<file path="src/rtl/l2_arbiter.sv">
// L2 port arbiter between icache and dcache.
// Round-robin on ties, one-cycle release gap, sticky grant-timeout flag.
module l2_arbiter #(
    parameter logic [15:0] TIMEOUT = 16'd1023
) (
    input  logic        clk,
    input  logic        rst,
    input  logic        ic_drq,
    input  logic [31:0] ic_addr,
    input  logic [8:0]  ic_index,
    input  logic        dc_drq,
    input  logic [31:0] dc_addr,
    input  logic [8:0]  dc_index,
    input  logic        dc_rw,
    input  logic        l2_busy,
    input  logic        l2_rdy,
    input  logic        l2_complete,
    output logic        l2_drq,
    output logic [31:0] l2_addr,
    output logic [8:0]  l2_index,
    output logic        l2_cache_rw,
    output logic        owner,
    output logic        grant_vld,
    output logic        ic_l2_busy,
    output logic        dc_l2_busy,
    output logic        ic_l2_rdy,
    output logic        dc_l2_rdy,
    output logic        dc_l2_complete,
    output logic        timeout_err
);

    typedef enum logic [1:0] {
        IDLE,
        GRANT_IC,
        GRANT_DC,
        RELEASE
    } state_t;

    state_t      state;
    state_t      state_nxt;
    logic        last;
    logic [15:0] cnt;
    logic [15:0] cnt_nxt;
    logic        err;
    logic        grant_nxt;

    assign grant_nxt = (state_nxt == GRANT_IC) || (state_nxt == GRANT_DC);

    always_ff @(posedge clk) begin
        if (rst) begin
            state <= IDLE;
            last  <= 1'b0;
            cnt   <= 16'd0;
            err   <= 1'b0;
        end else begin
            state <= state_nxt;
            cnt   <= cnt_nxt;
            if (state == IDLE && state_nxt == GRANT_IC)
                last <= 1'b0;
            else if (state == IDLE && state_nxt == GRANT_DC)
                last <= 1'b1;
            if (grant_nxt && cnt_nxt == TIMEOUT)
                err <= 1'b1;
        end
    end

    // Counter holds the number of grant cycles seen so far, including the current one
    always_comb begin
        state_nxt = state;
        cnt_nxt   = cnt;
        unique case (state)
            IDLE: begin
                if (ic_drq && dc_drq)
                    state_nxt = last ? GRANT_IC : GRANT_DC;
                else if (ic_drq)
                    state_nxt = GRANT_IC;
                else if (dc_drq)
                    state_nxt = GRANT_DC;
                if (state_nxt != IDLE)
                    cnt_nxt = 16'd1;
            end
            GRANT_IC: begin
                if (!ic_drq)
                    state_nxt = RELEASE;
                else if (cnt != TIMEOUT)
                    cnt_nxt = cnt + 16'd1;
            end
            GRANT_DC: begin
                if (!dc_drq)
                    state_nxt = RELEASE;
                else if (cnt != TIMEOUT)
                    cnt_nxt = cnt + 16'd1;
            end
            RELEASE: state_nxt = IDLE;
            default: state_nxt = IDLE;
        endcase
    end

    always_comb begin
        l2_drq         = 1'b0;
        l2_addr        = 32'd0;
        l2_index       = 9'd0;
        l2_cache_rw    = 1'b0;
        grant_vld      = 1'b0;
        ic_l2_busy     = 1'b1;
        dc_l2_busy     = 1'b1;
        ic_l2_rdy      = 1'b0;
        dc_l2_rdy      = 1'b0;
        dc_l2_complete = 1'b0;
        unique case (state)
            IDLE: begin
                ic_l2_busy = l2_busy;
                dc_l2_busy = l2_busy;
            end
            GRANT_IC: begin
                l2_drq     = ic_drq;
                l2_addr    = ic_addr;
                l2_index   = ic_index;
                grant_vld  = 1'b1;
                ic_l2_busy = l2_busy;
                ic_l2_rdy  = l2_rdy && !rst;
            end
            GRANT_DC: begin
                l2_drq         = dc_drq;
                l2_addr        = dc_addr;
                l2_index       = dc_index;
                l2_cache_rw    = dc_rw;
                grant_vld      = 1'b1;
                dc_l2_busy     = l2_busy;
                dc_l2_rdy      = l2_rdy && !rst;
                dc_l2_complete = l2_complete && !rst;
            end
            RELEASE: ;
            default: ;
        endcase
    end

    assign owner       = last;
    assign timeout_err = err;

endmodule

</file>
<file path="config.mk">
export PLATFORM = sky130hd
export DESIGN_NAME = l2_arbiter
export DESIGN_NICKNAME = d
export VERILOG_FILES = /design/src/rtl/l2_arbiter.sv
export SDC_FILE = /design/constraint.sdc
export NUM_CORES = 1
export LEC_CHECK = 0
export CAP_MARGIN = 15
export CORE_AREA = 8 8 106 70
export CTS_CLUSTER_DIAMETER = 200
export DETAILED_ROUTE_END_ITERATION = 8
export DIE_AREA = 0 0 114 78
export PLACE_DENSITY = 0.8
export SLEW_MARGIN = 25
export SYNTH_ARGS = -nofsm -noshare
export SYNTH_HDL_FRONTEND = slang
export SYNTH_SLANG_ARGS = --single-unit
</file>
<file path="constraint.sdc">
create_clock -name clk -period 2.65 [get_ports clk]
set_input_delay 0.265 -clock clk [delete_from_list [all_inputs] [get_ports clk]]
set_output_delay 0.265 -clock clk [all_outputs]
set_load 0.05 [all_outputs]
</file>
Word-level counts from Yosys, hierarchy flattened
Cells that the tools add are included.
{ "classes": {"add_sub_neg": 1, "n_reduce_logical": 14, "eq_ne": 7, "multipliers": 0, "mux": 23, "div": 0, "shifts": 0, "bitwise": 0, "n_lt_le_gt_ge": 0} }
{ "ops": {"columns": ["op", "n"], "rows": [
  ["16-bit 2-to-1 mux", 4],
  ["32-bit case mux with 2 select lines", 1],
  ["16-bit case mux with 3 select lines", 1],
  ["9-bit case mux with 2 select lines", 1],
  ["16-bit by 1-bit adder with 16-bit output, second input constant", 1],
  ["16-bit by 10-bit == test with 1-bit output, second input constant", 1],
  ["16-bit by 10-bit != test with 1-bit output, second input constant", 1],
  ["2-bit 2-to-1 mux", 7],
  ["2-bit case mux with 4 select lines", 1],
  ["2-bit OR reduction", 4],
  ["1-bit 2-to-1 mux", 7],
  ["2-bit == test, second input constant", 3],
  ["1-bit logical AND", 6],
  ["2-bit by 1-bit == test with 1-bit output, second input constant", 2],
  ["2-bit logical NOT", 1],
  ["1-bit case mux with 2 select lines", 1],
  ["2-bit nonzero test", 1],
  ["1-bit logical NOT", 1],
  ["1-bit logical OR", 1]
]} }
{ "word_totals": {"word_cells": 49, "n_memories": 0, "latch_bits": 0, "ramBits": 0, "rom_bits": 0, "reg_bits": 20} }

Logic depth before layout (Yosys ltp)
Gate-level depths: netlist of run 1.
{ "logic_depth": {"ltp_word": 9, "depth_mapped": 10} }

Worst setup path before layout of run 1
OpenSTA, ideal clock, no wires.
{ "synth_timing": {"path_kind": "reg2out", "startpoint": "register state[0]", "endpoint": "output port l2_addr[0]", "slack_ns": 0.296, "t_arrival_ns": 2.089, "stages_incl_launch_ff": 5, "t_required_ns": 2.385, "cell_sequence": "dfxtp_1 > inv_1 > ha_1 > clkbuf_1 > nor2b_1"} }
{ "synth_via": {"elab_chain_cells": 2, "elab_cells_between_ends": 3} }
{ "synth_lines": {"columns": ["item", "line", "rtl"], "rows": [
  ["from (decl)", "39", "state_t state;"],
  ["from (signal assigned)", "56", "state <= state_nxt;"],
  ["2-bit == test or 2-bit by 1-bit == test with 1-bit output (tied branches)", "110", "unique case (state)"],
  ["32-bit case mux with 2 select lines (*)", "110", null],
  ["to (decl)", "19", "output logic [31:0] l2_addr,"]
]} }
Every way passes the cells marked *; elsewhere a longest branch is shown, timed or not.

Worst setup path in the final report of run 1
{ "layout_timing": {"startpoint": "register state[1]", "endpoint": "register err (netlist: timeout_err)"} }
{ "layout_via": {"elab_chain_cells": 9, "elab_cells_between_ends": 19} }
{ "layout_lines": {"columns": ["item", "line", "rtl"], "rows": [
  ["2-bit 2-to-1 mux", "77", "else if (dc_drq)"],
  ["2-bit 2-to-1 mux", "75", "else if (ic_drq)"],
  ["2-bit 2-to-1 mux", "73", "if (ic_drq && dc_drq)"],
  ["2-bit 2-to-1 mux", "71", "unique case (state)"],
  ["2-bit nonzero test", "79", "if (state_nxt != IDLE)"],
  ["16-bit 2-to-1 mux", "79", null],
  ["16-bit case mux with 3 select lines", "71", null],
  ["16-bit by 10-bit == test with 1-bit output", "62", "if (grant_nxt && cnt_nxt == TIMEOUT)"],
  ["1-bit logical AND (*)", "62", null],
  ["to (signal assigned)", "54", "err <= 1'b0;"],
  ["to (signal assigned)", "63", "err <= 1'b1;"],
  ["to (decl)", "44", "logic err;"]
]} }
Every way passes the cells marked *; elsewhere a longest branch is shown, timed or not. The select of a mux whose other input is x is not followed.
A chain may end at the register's enable or synchronous reset.

==> results of run 1 <==
logic make-up after synthesis:
family / count (synthesis) / share of synthesized area, %
buf+inv: 28 / 5.31
flops: 20 / 19.8
compound gates: 90 / 32.6
fa+ha+maj: 7 / 4.32
simple gates: 129 / 38.0
final timing paths:
| kind | from | endpoint | slack, ns |
|---|---|---|---|
| worst max-delay path | state[1] | timeout_err | 0.20 |
| worst min-delay path | timeout_err | timeout_err | 0.52 |
| worst max register to register | state[1] | timeout_err | 0.20 |
| worst min register to register | timeout_err | timeout_err | 0.52 |
flip-flops by register name, indices dropped and copies added (netlist names):
register and cells:
owner 1, cnt 16, timeout_err 1, state 2
through the flow:
stage / instances / power [µW]
6_report: 494 / 3510
3_5_place_dp: 491 / 3290
5_1_grt: 494 / 3680
2_1_floorplan: 274 / 2010
4_1_cts: 494 / 3500
3_3_place_gp: 491 / 3260
cell usage after synthesis, drive strengths merged:
master,n
clkbuf,13
dfxtp,20
and3b,3
o21ai,14
a22o,1
nand4,10
a2111o,2
a211oi,1
a31oi,7
a22oi,45
nor4,5
a41o,1
and2,3
nor3b,2
buf,7
and3,2
and4,4
a32o,1
nand4b,1
nor2,25
nand3,6
a2111oi,1
a21oi,6
inv,8
o22ai,3
nor2b,52
nor3,3
nand2b,1
ha,7
o31a,1
a21o,3
or2,4
nand2,8
a41oi,2
o32ai,1
o2111ai,1
worst max-delay path, delay by kind of cell (launching register included):
| family | cells | cell delay (ns) |
|---|---|---|
| AOI/OAI and AO/OA | 4 | 1.03 |
| and+or+nand+nor | 3 | 0.62 |
| DFF | 1 | 0.39 |
| adders and majority gates | 1 | 0.27 |
| buffers and inverters | 1 | 0.08 |
power breakdown:
group	internal [µW]	switching [µW]	total, µW
logic	1290	1640	2940
registers	333	41.1	374
clock network	101	99.1	200
routing by layer:
| metal | vias up | track usage (%) |
|---|---|---|
| li1 | 1298 | - |
| met1 | 1279 | 26.3 |
| met2 | 165 | 37.8 |
| met3 | 30 | 7.19 |
| met4 | 0 | 5.81 |
| met5 | - | 0 |
final cells by class:
class                           count  area [µm²]
Inverter                            8        30.0
Multi-Input combinational cell    226        1520
Fill cell                         476        1790
Tap cell                           84         105
Clock buffer                        3        41.3
Timing Repair Buffer              153        1950
Sequential cell                    20         403
==> out/summary.json, run 1 <==
{
  "status": {
    "status": "complete, no violations"
  },
  "floorplanning": {
    "die_width_um": 114,
    "die-area_mm2": 0.00889,
    "floorplan.io_pins": 141,
    "die_h_um": 78,
    "start_util_pct": 34.7,
    "core_area_mm2": 0.00584,
    "num_rows": 22
  },
  "finish": {
    "insertedDiodeCount": 0,
    "final_cell_mix": "sky130_fd_sc_hd__clkdlybuf4s50_1, sky130_fd_sc_hd__nor2b_1, sky130_fd_sc_hd__buf_12",
    "number_of_nets_in_the_final_layout": 509,
    "layout_commonest_cell": "sky130_fd_sc_hd__clkdlybuf4s50_1",
    "syn_to_final_growth_pct": 99.9,
    "fin_util_pct": 69.4,
    "final_layout_size_suffix_gt1_share_pct": 18.5,
    "design_area_mm2": 0.00405
  },
  "route": {
    "drc": 0,
    "routed_via_density": 5.61,
    "route.detailed.wl_per_inst_um": 20.6,
    "drt_first_pass_iters": 5,
    "drt_wl_total_um": 10200,
    "ant_nets": 0,
    "met3_wirelength_um": 971,
    "dr_total_vias": 2772,
    "drt_first_iter_violations": 294,
    "met2_length_um": 5060,
    "highest-signal-layer": "met4",
    "met1_length_um": 3890
  },
  "place": {
    "detailedPlace.worstSlack_ns": 0.0120,
    "place_hpwl_um": 8520,
    "place.gp.congestion": 0.969,
    "place.port_buffers": 140,
    "placement.cell_area_mm2": 0.00401
  },
  "global_route": {
    "global_route_wire_length_before_repair_um": 15400,
    "track_usage_pct": 22.2,
    "first_global_vias": 2592,
    "grt.overflow.total": 0,
    "number_of_antenna_violations_at_the_first_check_in_global_routing": 0,
    "grt_max_degree": 44
  },
  "sta": {
    "setup_viol_count_final": 0,
    "hold_viol": 0,
    "finalMaxSlewViolations": 0,
    "fmax_mhz": 408,
    "fin_worst_skew_ns": 0.0109,
    "slew-limit-headroom_pct": 64.7,
    "grt_setup_unrepaired": "false",
    "tightest_slew_ns": 0.528,
    "worst_slack_ns": 0.202,
    "post-route-period-util_pct": 92.4,
    "finalCriticalPeriod_ns": 2.45,
    "finalHoldWorstSlack_ns": 0.525,
    "finalSetupTns_ns": 0
  },
  "critical_path": {
    "critical_path.most_common_cell": "sky130_fd_sc_hd__o21ai_1",
    "rr_worst_depth": 9,
    "critPathRequiredTime_ns": 2.83,
    "critical_path.max_stage_delay_ns": 0.49,
    "criticalPathCategory": "reg2reg",
    "cp.arrival_ns": 2.63,
    "startpoint_type": "flip-flop",
    "critical_path.max_fanout": 7,
    "crit_path_top_delay_cell": "sky130_fd_sc_hd__a2111o_1",
    "cp_cell_sequence": "inv_1 > ha_1 > nor2b_1 > a2111o_1 > o21ai_1 > o21ai_1 > nor4_1 > nand4_1 > o32ai_2",
    "crit_path_end_kind": "flip-flop"
  },
  "cts": {
    "max-clock-path-buffers": 2,
    "cts_buffers": 3,
    "post_cts_buffers": 0,
    "cts_htree_levels": 1,
    "worst_skew_pair.late_latency_ns": 0.26,
    "cts_tree": "built",
    "clk_root_buffer_cell": "sky130_fd_sc_hd__clkbuf_8",
    "cts_hold_repair.buffers": 0,
    "clk_transition_reported_paths_ns": 0.08,
    "clock_sinks": 20,
    "cts_resized": 0
  },
  "pwr": {
    "power.leakage_uw": 0.00150,
    "max-vdd-ir-drop_v": 0.000695,
    "power.density_cell_area_mw_per_mm2": 867
  },
  "yosys": {
    "mappedNetlistArea_mm2": 0.00203,
    "syn_nets": 371,
    "synth_top_area_share_pct": 19.8,
    "post_synth_num_cell_types": 42,
    "yosys-top-cells-area": "sky130_fd_sc_hd__dfxtp_1, sky130_fd_sc_hd__a22oi_1, sky130_fd_sc_hd__nor2b_1",
    "yosysTopAreaCell": "sky130_fd_sc_hd__dfxtp_1",
    "synth_area_per_cell_um2": 7.39,
    "synthCells": 274,
    "yosys_warnings": 0,
    "share_of_synthesized_area_occupied_by_flip_flops_and_latches_pct": 19.8,
    "yosys_register_bits": 20
  },
  "worst_hold_path": {
    "hold_path.class": "reg2reg",
    "worstHoldPathCells": 2
  },
  "job": {
    "max-cap-violations": 0
  }
}
Power figures use the tool's default switching activity.
==> inputs of run 2 (changes only) <==
--- a/config.mk
+++ b/config.mk
@@ -6,11 +6,13 @@
 export NUM_CORES = 1
 export LEC_CHECK = 0
 export CAP_MARGIN = 15
-export CORE_AREA = 8 8 106 70
+export CORE_AREA = 4 4 102 66
 export CTS_CLUSTER_DIAMETER = 200
 export DETAILED_ROUTE_END_ITERATION = 8
-export DIE_AREA = 0 0 114 78
+export DIE_AREA = 0 0 106 70
+export HOLD_SLACK_MARGIN = 0.15
 export PLACE_DENSITY = 0.8
+export SETUP_SLACK_MARGIN = 0.5
 export SLEW_MARGIN = 25
 export SYNTH_ARGS = -nofsm -noshare
 export SYNTH_HDL_FRONTEND = slang
==> run 2 against run 1 <==
  * Critical path depth shrank 1
  * Critical endpoint unchanged
  * Largest cell class unchanged
  * Sequential power rose by 7.2%
  * Combinational power rose by 10%
  * Highest routed layer unchanged
  * Worst setup slack gained 0.23 ns
  * Clock skew increased by 0.0035 ns
==> out/summary.json, run 2 (synthesized netlist as in run 1, its figures left out) <==
{
  "status": {
    "status": {"value": "complete, no violations", "change": "unchanged"}
  },
  "floorplanning": {
    "die_h": {"value": 70, "unit": "µm", "change": "was 78 µm"},
    "die-area": {"value": 0.00742, "unit": "mm²", "change": "was 0.00889 mm²"},
    "core_area": {"value": 0.00584, "unit": "mm²", "change": "unchanged"},
    "die_width": {"value": 106, "unit": "µm", "change": "was 114 µm"},
    "floorplan.io_pins": {"value": 141, "change": "unchanged"},
    "num_rows": {"value": 22, "change": "unchanged"},
    "start_util": {"value": 34.7, "unit": "%", "change": "unchanged"}
  },
  "sta": {
    "post-route-period-util": {"value": 83.7, "unit": "%", "change": "was 92.4%"},
    "finalMaxSlewViolations": {"value": 0, "change": "unchanged"},
    "finalCriticalPeriod": {"value": 2.22, "unit": "ns", "change": "was 2.45 ns"},
    "tightest_slew": {"value": 0.505, "unit": "ns", "change": "was 0.528 ns"},
    "finalSetupTns": {"value": 0, "unit": "ns", "change": "unchanged"},
    "grt_setup_unrepaired": {"value": "true", "change": "was false"},
    "hold_viol": {"value": 0, "change": "unchanged"},
    "slew-limit-headroom": {"value": 66.2, "unit": "%", "change": "was 64.7%"},
    "setup_viol_count_final": {"value": 0, "change": "unchanged"},
    "fmax": {"value": 451, "unit": "MHz", "change": "was 408 MHz"},
    "fin_worst_skew": {"value": 0.0144, "unit": "ns", "change": "was 0.0109 ns"}
  },
  "finish": {
    "final_cell_mix": {"value": "sky130_fd_sc_hd__clkdlybuf4s50_1, sky130_fd_sc_hd__buf_12, sky130_fd_sc_hd__a22oi_1", "change": "was sky130_fd_sc_hd__clkdlybuf4s50_1, sky130_fd_sc_hd__nor2b_1, sky130_fd_sc_hd__buf_12"},
    "insertedDiodeCount": {"value": 0, "change": "unchanged"},
    "syn_to_final_growth": {"value": 118, "unit": "%", "change": "was 99.9%"},
    "multi_input_comb_area": {"value": 0.00174, "unit": "mm²", "change": "was 0.00152 mm²"},
    "largest_registers": {"value": "cnt x16, state x2", "change": "unchanged"},
    "design_area": {"value": 0.00442, "unit": "mm²", "change": "was 0.00405 mm²"},
    "ff_latch_area": {"value": 417, "unit": "µm²", "change": "was 403 µm²"},
    "nFillCells": {"value": 379, "change": "was 476"},
    "final_layout_size_suffix_gt1_share": {"value": 35.2, "unit": "%", "change": "was 18.5%"},
    "top_register": {"value": "cnt", "change": "unchanged"},
    "finish.cell_count_without_fillers": {"value": 505, "change": "was 494"},
    "largest_register_ffs": {"value": 16, "change": "unchanged"},
    "number_of_nets_in_the_final_layout": {"value": 519, "change": "was 509"},
    "layout_commonest_cell": {"value": "sky130_fd_sc_hd__clkdlybuf4s50_1", "change": "unchanged"}
  },
  "global_route": {
    "number_of_antenna_violations_at_the_first_check_in_global_routing": {"value": 0, "change": "unchanged"},
    "first_global_vias": {"value": 2853, "change": "was 2592"},
    "global_route_wire_length_before_repair": {"value": 15600, "unit": "µm", "change": "was 15400 µm"},
    "grt.overflow.total": {"value": 0, "change": "unchanged"},
    "track_usage": {"value": 26.3, "unit": "%", "change": "was 22.2%"},
    "grt_max_degree": {"value": 44, "change": "unchanged"}
  },
  "pwr": {
    "cellInternalPower": {"value": 2040, "unit": "µW", "change": "was 1730 µW"},
    "switching_share": {"value": 48.4, "unit": "%", "change": "was 50.8%"},
    "power.combinational.fraction": {"value": 81.9, "unit": "%", "change": "was 83.6%"},
    "clock_power_share": {"value": 7.9, "unit": "%", "change": "was 5.7%"},
    "max-vdd-ir-drop": {"value": 0.000688, "unit": "V", "change": "was 0.000695 V"},
    "power.density_cell_area": {"value": 896, "unit": "mW/mm²", "change": "was 867 mW/mm²"},
    "power.sequential.fraction": {"value": 10.1, "unit": "%", "change": "was 10.7%"},
    "power.leakage": {"value": 0.00161, "unit": "µW", "change": "was 0.00150 µW"},
    "sw_pwr": {"value": 1920, "unit": "µW", "change": "was 1780 µW"}
  },
  "critical_path": {
    "criticalPathCategory": {"value": "reg2reg", "change": "unchanged"},
    "worst_r2r_startpoint": {"value": "state[0]", "change": "was state[1]"},
    "worstSetupEndpoint": {"value": "timeout_err", "change": "unchanged"},
    "crit_path_end_kind": {"value": "flip-flop", "change": "unchanged"},
    "rr_worst_depth": {"value": 8, "change": "was 9"},
    "reg2reg_to": {"value": "timeout_err", "change": "unchanged"},
    "critPathLaunch": {"value": "state[0]", "change": "was state[1]"},
    "critPathRequiredTime": {"value": 2.84, "unit": "ns", "change": "was 2.83 ns"},
    "critical_path.max_fanout": {"value": 6, "change": "was 7"},
    "startpoint_type": {"value": "flip-flop", "change": "unchanged"},
    "r2r_slack": {"value": 0.43, "unit": "ns", "change": "was 0.20 ns"},
    "cp.arrival": {"value": 2.41, "unit": "ns", "change": "was 2.63 ns"}
  },
  "cts": {
    "max-clock-path-buffers": {"value": 2, "change": "unchanged"},
    "cts_tree": {"value": "built", "change": "unchanged"},
    "cts_htree_levels": {"value": 1, "change": "unchanged"},
    "cts_hold_repair.buffers": {"value": 0, "change": "unchanged"},
    "clk_root_buffer_cell": {"value": "sky130_fd_sc_hd__clkbuf_8", "change": "unchanged"},
    "clk_transition_reported_paths": {"value": 0.09, "unit": "ns", "change": "was 0.08 ns"},
    "worst_skew_pair.late_latency": {"value": 0.27, "unit": "ns", "change": "was 0.26 ns"},
    "clock_sinks": {"value": 20, "change": "unchanged"},
    "cts_buffers": {"value": 3, "change": "unchanged"}
  },
  "route": {
    "drc": {"value": 0, "change": "unchanged"},
    "dr_total_vias": {"value": 3036, "change": "was 2772"},
    "routed_via_density": {"value": 6.01, "change": "was 5.61"},
    "drt_wl_total": {"value": 10400, "unit": "µm", "change": "was 10200 µm"},
    "drt_first_pass_iters": {"value": 6, "change": "was 5"},
    "ant_nets": {"value": 0, "change": "unchanged"},
    "drt_first_iter_violations": {"value": 546, "change": "was 294"},
    "route.detailed.wl_per_inst": {"value": 20.6, "unit": "µm", "change": "about the same"}
  },
  "worst_hold_path": {
    "worst_hold_path_startpoint": {"value": "timeout_err", "change": "unchanged"},
    "hold_path.class": {"value": "reg2reg", "change": "unchanged"}
  },
  "place": {
    "place_hpwl": {"value": 7900, "unit": "µm", "change": "was 8520 µm"},
    "place.gp.congestion": {"value": 1.05, "change": "was 0.969"},
    "placedCellCount": {"value": 491, "change": "unchanged"},
    "placement.cell_area": {"value": 0.00411, "unit": "mm²", "change": "was 0.00401 mm²"},
    "place.port_buffers": {"value": 140, "change": "unchanged"}
  },
  "job": {
    "max-cap-violations": {"value": 0, "change": "unchanged"}
  }
}
[run 2: changes by cell type in the layout (fill, tap and decap cells not counted), sizes merged]
cell / before / now
dlygate4sd2: 0 / 2
bufinv: 0 / 1
buf: 62 / 72
clkdlybuf4s50: 91 / 89
[run 2: worst min path at each step]
stage	end	depth (start not counted)
after detailed placement	timeout_err	2
after CTS	timeout_err	2
after floorplan	cnt[2]	1
after global routing	timeout_err	2
final	timeout_err	2
after global placement	timeout_err	2
[run 2: repair_timing]
action,in CTS,in global routing
setup buffers,8,2
pin swaps,7,6
resized for setup,30,19
endpoints found under the setup margin,3,3
[run 2: cell type report]
cell class	count	share of cell area (%)
clock buffers	3	0.934
clock inverters	1	0.679
inverters	8	0.793
multi-input cells	226	39.4
flip-flops and latches	20	9.43
well taps	84	2.38
repair buffers	163	46.4
[run 2: metrics by stage]
step | total power, µW | utilization, % | setup WS, ns | hold slack [ns]
final | 3960 | 75.8 | 0.432 | 0.507
after global routing | 4110 | 75.8 | 0.278 | 0.528
after CTS | 3830 | 74.1 | 0.501 | 0.505
after detailed placement | 3400 | 70.4 | 0.0301 | 0.487
after global placement | 3350 | 70.4 | 0.189 | 0.478
after floorplan | 2130 | - | 0.514 | 0.349
[run 2: layer usage]
layer	up-vias	part of all wire (%)	GRT usage, %
li1	1328	-	-
met4	0	3.7	5.17
met3	67	11	6.46
met2	251	50	46.5
met1	1390	36	32.5
met5	-	0	0
[run 2: power by group through the flow]
stage / registers [µW] / clock network (µW) / logic, µW
2_1_floorplan: 395 / 0 / 1730
3_3_place_gp: 384 / 0 / 2970
3_5_place_dp: 386 / 0 / 3010
4_1_cts: 385 / 319 / 3130
5_1_grt: 404 / 332 / 3380
6_report: 401 / 315 / 3240
[run 2: worst max-delay path: stages (launching register included)]
cell	delay (ns)
sky130_fd_sc_hd__dfxtp_4	0.37
sky130_fd_sc_hd__buf_4	0.17
sky130_fd_sc_hd__ha_4	0.19
sky130_fd_sc_hd__a2111o_1	0.43
sky130_fd_sc_hd__o21ai_1	0.16
sky130_fd_sc_hd__o21ai_1	0.15
sky130_fd_sc_hd__nor4_2	0.31
sky130_fd_sc_hd__nand4_1	0.16
sky130_fd_sc_hd__o32ai_2	0.21
